==> config.mk <==
export PLATFORM = sky130hd
export DESIGN_NAME = alu_z_stage
export DESIGN_NICKNAME = d
export VERILOG_FILES = /design/src/rtl/alu_z_stage.sv
export SDC_FILE = /design/constraint.sdc
export NUM_CORES = 2
export LEC_CHECK = 0
export CAP_MARGIN = 10
export CORE_MARGIN = 1.5
export CORE_UTILIZATION = 25
export CTS_CLUSTER_DIAMETER = 60
export CTS_CLUSTER_SIZE = 30
export DETAILED_ROUTE_END_ITERATION = 10
export PLACE_DENSITY = 0.43
export SETUP_SLACK_MARGIN = 0.5
export SYNTH_ARGS = -nofsm -noshare
export SYNTH_HDL_FRONTEND = slang
export SYNTH_SLANG_ARGS = --single-unit
==> constraint.sdc <==
create_clock -name clk -period 5.3 [get_ports clk]
set_clock_uncertainty 0.1 [all_clocks]
set_input_delay 1.59 -clock clk [delete_from_list [all_inputs] [get_ports clk]]
set_output_delay 1.59 -clock clk [all_outputs]
set_load 0.01 [all_outputs]
==> src/rtl/alu_z_stage.sv <==
// Z-stage ALU: latches operand A into Y from the bus, combines it with bus operand B on start,
// and writes the 64-bit result into ZHI/ZLO. MUL/DIV iterate one bit per cycle.
module alu_z_stage #(
  parameter int unsigned DATA_WIDTH = 32,
  parameter int unsigned SHAMT_BITS = 5
) (
  input  logic                  clk,
  input  logic                  clr,
  input  logic [DATA_WIDTH-1:0] Bus_Mux_out,
  input  logic                  Yin,
  input  logic [3:0]            op,
  input  logic                  start,
  output logic                  busy,
  output logic                  done,
  output logic [DATA_WIDTH-1:0] Y_out,
  output logic [DATA_WIDTH-1:0] ZHI_mux,
  output logic [DATA_WIDTH-1:0] ZLO_mux
);

  localparam int unsigned W    = DATA_WIDTH;
  localparam int unsigned CntW = $clog2(DATA_WIDTH);

  localparam logic [3:0] OpAdd  = 4'd0;
  localparam logic [3:0] OpSub  = 4'd1;
  localparam logic [3:0] OpAnd  = 4'd2;
  localparam logic [3:0] OpOr   = 4'd3;
  localparam logic [3:0] OpShr  = 4'd4;
  localparam logic [3:0] OpShra = 4'd5;
  localparam logic [3:0] OpShl  = 4'd6;
  localparam logic [3:0] OpRor  = 4'd7;
  localparam logic [3:0] OpRol  = 4'd8;
  localparam logic [3:0] OpNeg  = 4'd9;
  localparam logic [3:0] OpNot  = 4'd10;
  localparam logic [3:0] OpMul  = 4'd11;
  localparam logic [3:0] OpDiv  = 4'd12;

  typedef enum logic [1:0] {StIdle, StMul, StDiv} state_e;

  state_e          state_q;
  logic [CntW-1:0] cnt_q;
  logic [W-1:0]    y_q, zhi_q, zlo_q;
  logic            busy_q, done_q;
  // Shared iteration datapath: hi = partial product / partial remainder, lo = multiplier /
  // dividend shifting out while product bits / quotient bits shift in.
  logic [W:0]      hi_q;
  logic [W-1:0]    lo_q, mag_q, dvd_q;
  logic            neg_q, rem_neg_q, div0_q;

  logic [W-1:0]            a, b, a_mag, b_mag, alu_res;
  logic [SHAMT_BITS-1:0]   sh;
  logic [2*W-1:0]          rot_r, rot_l;
  logic [W:0]              mul_sum, mul_hi_nx, div_sh, div_hi_nx;
  logic [W-1:0]            mul_lo_nx, div_lo_nx, quot_fix, rem_fix;
  logic [2*W-1:0]          prod, prod_fix;
  logic                    div_ge, last;

  always_comb begin
    a     = y_q;
    b     = Bus_Mux_out;
    sh    = b[SHAMT_BITS-1:0];
    a_mag = a[W-1] ? -a : a;
    b_mag = b[W-1] ? -b : b;
    rot_r = {a, a} >> sh;
    rot_l = {a, a} << sh;

    alu_res = '0;
    case (op)
      OpAdd:   alu_res = a + b;
      OpSub:   alu_res = a - b;
      OpAnd:   alu_res = a & b;
      OpOr:    alu_res = a | b;
      OpShr:   alu_res = a >> sh;
      OpShra:  alu_res = $signed(a) >>> sh;
      OpShl:   alu_res = a << sh;
      OpRor:   alu_res = rot_r[W-1:0];
      OpRol:   alu_res = rot_l[2*W-1:W];
      OpNeg:   alu_res = -b;
      OpNot:   alu_res = ~b;
      default: alu_res = '0;
    endcase

    mul_sum   = {1'b0, hi_q[W-1:0]} + (lo_q[0] ? {1'b0, mag_q} : '0);
    mul_hi_nx = {1'b0, mul_sum[W:1]};
    mul_lo_nx = {mul_sum[0], lo_q[W-1:1]};
    prod      = {mul_hi_nx[W-1:0], mul_lo_nx};
    prod_fix  = neg_q ? -prod : prod;

    div_sh    = {hi_q[W-1:0], lo_q[W-1]};
    div_ge    = div_sh >= {1'b0, mag_q};
    div_hi_nx = div_ge ? div_sh - {1'b0, mag_q} : div_sh;
    div_lo_nx = {lo_q[W-2:0], div_ge};
    quot_fix  = neg_q ? -div_lo_nx : div_lo_nx;
    rem_fix   = rem_neg_q ? -div_hi_nx[W-1:0] : div_hi_nx[W-1:0];

    last = (cnt_q == CntW'(W - 1));
  end

  always_ff @(posedge clk or negedge clr) begin
    if (!clr) begin
      state_q   <= StIdle;
      cnt_q     <= '0;
      y_q       <= '0;
      zhi_q     <= '0;
      zlo_q     <= '0;
      busy_q    <= 1'b0;
      done_q    <= 1'b0;
      hi_q      <= '0;
      lo_q      <= '0;
      mag_q     <= '0;
      dvd_q     <= '0;
      neg_q     <= 1'b0;
      rem_neg_q <= 1'b0;
      div0_q    <= 1'b0;
    end else begin
      done_q <= 1'b0;
      if (Yin) y_q <= b;
      unique case (state_q)
        StIdle: begin
          if (start) begin
            if (op == OpMul) begin
              state_q <= StMul;
              busy_q  <= 1'b1;
              cnt_q   <= '0;
              hi_q    <= '0;
              lo_q    <= b_mag;
              mag_q   <= a_mag;
              neg_q   <= a[W-1] ^ b[W-1];
            end else if (op == OpDiv) begin
              state_q   <= StDiv;
              busy_q    <= 1'b1;
              cnt_q     <= '0;
              hi_q      <= '0;
              lo_q      <= a_mag;
              mag_q     <= b_mag;
              neg_q     <= a[W-1] ^ b[W-1];
              rem_neg_q <= a[W-1];
              div0_q    <= (b == '0);
              dvd_q     <= a;
            end else begin
              zhi_q  <= '0;
              zlo_q  <= alu_res;
              done_q <= 1'b1;
            end
          end
        end
        StMul: begin
          hi_q  <= mul_hi_nx;
          lo_q  <= mul_lo_nx;
          cnt_q <= cnt_q + CntW'(1);
          if (last) begin
            {zhi_q, zlo_q} <= prod_fix;
            busy_q  <= 1'b0;
            done_q  <= 1'b1;
            cnt_q   <= '0;
            state_q <= StIdle;
          end
        end
        StDiv: begin
          hi_q  <= div_hi_nx;
          lo_q  <= div_lo_nx;
          cnt_q <= cnt_q + CntW'(1);
          if (last) begin
            // Divide by zero: all-ones quotient, dividend passed through as remainder.
            if (div0_q) begin
              zhi_q <= dvd_q;
              zlo_q <= '1;
            end else begin
              zhi_q <= rem_fix;
              zlo_q <= quot_fix;
            end
            busy_q  <= 1'b0;
            done_q  <= 1'b1;
            cnt_q   <= '0;
            state_q <= StIdle;
          end
        end
        default: state_q <= StIdle;
      endcase
    end
  end

  assign busy    = busy_q;
  assign done    = done_q;
  assign Y_out   = y_q;
  assign ZHI_mux = zhi_q;
  assign ZLO_mux = zlo_q;

endmodule

==> impl_metrics.env <==
export IMPL_grt_pass1_vias=31800
export IMPL_synth_seq_area_share=0.206
export IMPL_routedWlPerCell_um=26.9
export IMPL_critPathKind="in -> reg"
export IMPL_synth_warnings=0
export IMPL_seqPwrFrac=0.192
export IMPL_holdPathStages=2
export IMPL_finalSetupViolations=11
export IMPL_yosys_area_top_type="dfrtp_1"
export IMPL_critPathLaunchType="input port"
export IMPL_cts_buffer_depth=3
export IMPL_synthCells=3894
export IMPL_violations="setup timing"
export IMPL_rsz0062_at_grt="true"
export IMPL_tritoncts="done"
export IMPL_worstPathRequired_ps=5740
export IMPL_cts_root_buf="clkbuf_16"
export IMPL_initialDrtViolationCount=3047
export IMPL_worstPathCellList="buf_6 > inv_4 > ha_4 > or4b_4 > or4_4 > or3_4 > or3_4 > or3_4 > nand2_2 > xor2_1 > ha_1 > nor2b_1 > a311o_1 > a221oi_2 > a21oi_1 > or4_1 > a31o_2 > a21oi_2"
export IMPL_core_sq_um=113000
export IMPL_synth_top_area_share=0.206
export IMPL_async_reset_ff_frac=1.00
export IMPL_num_rows=123
export IMPL_cts_num_sinks=235
export IMPL_area_growth_pct=35.5
export IMPL_synth_edf_count=0
export IMPL_switchingPower_mw=8.93
export IMPL_final_util=0.343
export IMPL_die_h_um=341
export IMPL_final_hold_viol_count=0
export IMPL_h_tree_depth=2
export IMPL_leakagePower_nw=16.3
export IMPL_cts_buffers=42
export IMPL_die_area_sq_um=116000
export IMPL_ff2ff_setup_slack_ps=420
export IMPL_switching_share=0.507
export IMPL_io_buffers=137
export IMPL_grt_max_degree=93
export IMPL_period_share=1.06
export IMPL_ant_nets=0
export IMPL_slew_headroom=0.221
export IMPL_p_clk_frac=0.172
export IMPL_final_setup_worst_slack_ps=-307
export IMPL_synth_nets=4049
export IMPL_power_share_combinational=0.637
export IMPL_endpoint_kind="flip-flop"
export IMPL_ys_flop_type="dfrtp_1"
export IMPL_drive_above_1_share=0.260
export IMPL_die_x_um=341
export IMPL_place_gp_congestion=0.982
export IMPL_drv_slew=0
export IMPL_p_int_mw=8.69
export IMPL_crit_path_frequent_cell="or3_4"
export IMPL_reg2reg_depth=22
export IMPL_min_period_ps=5610
export IMPL_cp_slowest_cell="or4b_4"
export IMPL_hp_start="cnt_q[4]"
export IMPL_synth_area_per_cell_sq_um=7.32
export IMPL_ys_seq_elements=235
export IMPL_ir_drop_uv=294
export IMPL_track_usage=0.268
export IMPL_final_cells=5964
export IMPL_layout_nets=4585
export IMPL_cp_max_fo=3
export IMPL_start_util=0.253
export IMPL_wl_mm=160
export IMPL_max_freq_mhz=178
export IMPL_dp_hpwl_mm=125
export IMPL_fin_setup_tns_ps=-1670
export IMPL_syn_area_sq_um=28500
export IMPL_firstDrtPassIters=5
export IMPL_power_density_nw_per_um2=456
export IMPL_ys_top_cells_by_area="dfrtp_1, o21ai_0, a21oi_1, nand2_1, nor2_1"
export IMPL_synth_cell_types=95
export IMPL_overflow=0
export IMPL_antenna_cells=0
export IMPL_r2r_start="mag_q[7]"
export IMPL_maxCapViolations=0
export IMPL_worstPathArrival_ps=6050
export IMPL_cts_clk_slew_worst_paths_ps=60
export IMPL_clk_latency_ps=620
export IMPL_critical_path_max_stage_delay_ps=490
export IMPL_drcViolationCount=0
export IMPL_worst_pin_slew_ps=1170
export IMPL_rr_endpoint="ZHI_mux[22]"
export IMPL_status="complete, but fails checks"
export IMPL_pin_count=138
export IMPL_hold_path_class="reg -> reg"
export IMPL_grt_antenna_before_repair=7
export IMPL_grt_pass1_wl_mm=230
export IMPL_dp_cells=5847
export IMPL_avgViaCountPerCell=5.53
export IMPL_hold_end="cnt_q[4]"
export IMPL_num_vias=33000
## timing repair
| action | 4_1_cts | 5_1_grt |
|---|---|---|
| resized for setup | 133 | 120 |
| pin swaps | 55 | 71 |
| cloned | 0 | 1 |
| hold buffers | 0 | 0 |
| setup endpoints to repair | 54 | 50 |
| buffers inserted | 17 | 21 |
## synthesized netlist by cell type (10+ instances only)
cell       count
xnor2_1      176
o2111ai_1     18
mux2_2        87
and3_1        19
o21ai_0      393
mux2i_1       81
or2_2         22
o41ai_1       14
a21oi_1      359
a221oi_1      32
clkbuf_1     294
or4_1         20
nand4_1       27
inv_1         77
and2_1        30
a2111oi_0     10
or3_1         47
a211oi_1      32
o31ai_1       38
nor3_1        56
o221ai_1      20
a31oi_1       43
nor4_1        19
o21bai_1      16
nand2b_1      26
nor2_1       431
ha_1         112
a22oi_1       81
buf_1         40
a21o_1        51
xor2_1       113
o21a_1        27
nand3_1       51
o211ai_1      28
nand2_1      471
o22ai_1       40
mux4_2        53
dfrtp_1      235
nor2b_1       27
## area by class of cell
class / count / area (sq um)
clock buffer: 43 / 1060
clock inverter: 35 / 484
fill: 12100 / 74200
inverter: 84 / 323
multi-input combinational: 3232 / 22100
sequential: 235 / 5890
tap: 1500 / 1880
timing repair buffer: 835 / 6880
## worst max-delay path, delay by kind of cell
| kind | cells | cell delay (ps) |
|---|---|---|
| buf+inv | 2 | 160 |
| simple gates | 8 | 2650 |
| xor+xnor | 1 | 150 |
| fa+ha+maj | 2 | 390 |
| compound gates | 5 | 1110 |
## power by group through the flow
stage / Combinational (mW) / Sequential, mW / Clock (mW)
2_1_floorplan: 6.14 / 2.79 / 0
3_3_place_gp: 10.4 / 3.36 / 0
3_5_place_dp: 10.4 / 3.37 / 0
4_1_cts: 10.7 / 3.35 / 3.08
5_1_grt: 12.0 / 3.45 / 3.15
6_report: 11.2 / 3.38 / 3.02
## routing by layer
metal	track usage	vias to the layer above	routed length, um	share of wire
met5	0	-	31	0.00019
met3	0.0260	258	8690	0.054
li1	-	15300	-	-
met4	0.103	4	7110	0.044
met2	0.446	1191	74900	0.47
met1	0.356	16300	69800	0.43
## kinds of logic (layout without fill, tap and decap cells)
group           Yosys count  in the layout  share of synthesized area
buf+inv                 427            997                     0.0570
simple gates           1302           1302                      0.208
compound gates         1305           1305                      0.284
fa+ha+maj               115            115                     0.0512
flops                   235            235                      0.206
xor+xnor                289            289                     0.0888
mux                     221            221                      0.105
## cell usage in the layout (no fill, tap or decap), types with 48 or more instances in the layout
cell	n
xnor2_1	171
ha_1	90
dfrtp_1	231
buf_4	664
a21o_1	50
a22oi_1	80
nand2_1	466
nor2_1	421
mux4_2	53
a21oi_1	337
mux2i_1	80
xor2_1	112
clkdlybuf4s50_1	119
inv_1	62
o21ai_0	365
nand3_1	48
mux2_2	85
## through the flow
step / hold slack [ps] / instance area (sq um) / worst slack, ps / power [mW]
floorplan: 345 / 28700 / -1370 / 8.93
global placement: 357 / 35800 / -1200 / 13.8
detailed placement: 367 / 35800 / -1150 / 13.8
CTS: 382 / 38000 / -364 / 17.2
global route: 403 / 38600 / -407 / 18.6
finish: 375 / 38600 / -307 / 17.6
## how the worst max path moves through the flow
stage | from | end | depth (start not counted)
final | Bus_Mux_out[1] | ZLO_mux[31] | 18
after global routing | Bus_Mux_out[1] | ZLO_mux[31] | 18
after CTS | Bus_Mux_out[0] | ZLO_mux[31] | 18
after global placement | Bus_Mux_out[13] | ZLO_mux[31] | 19
after detailed placement | Bus_Mux_out[13] | ZLO_mux[31] | 19
after floorplan | Bus_Mux_out[1] | ZLO_mux[31] | 22
## state kept, by name, summed over array words and instances (netlist names)
register,cells
done,1
neg_q,1
state_q,2
cnt_q,5
Y_out,32
ZHI_mux,32
busy,1
dvd_q,32
mag_q,32
ZLO_mux,32
hi_q,32
lo_q,32
div0_q,1
(Power assumes the default switching activity.)
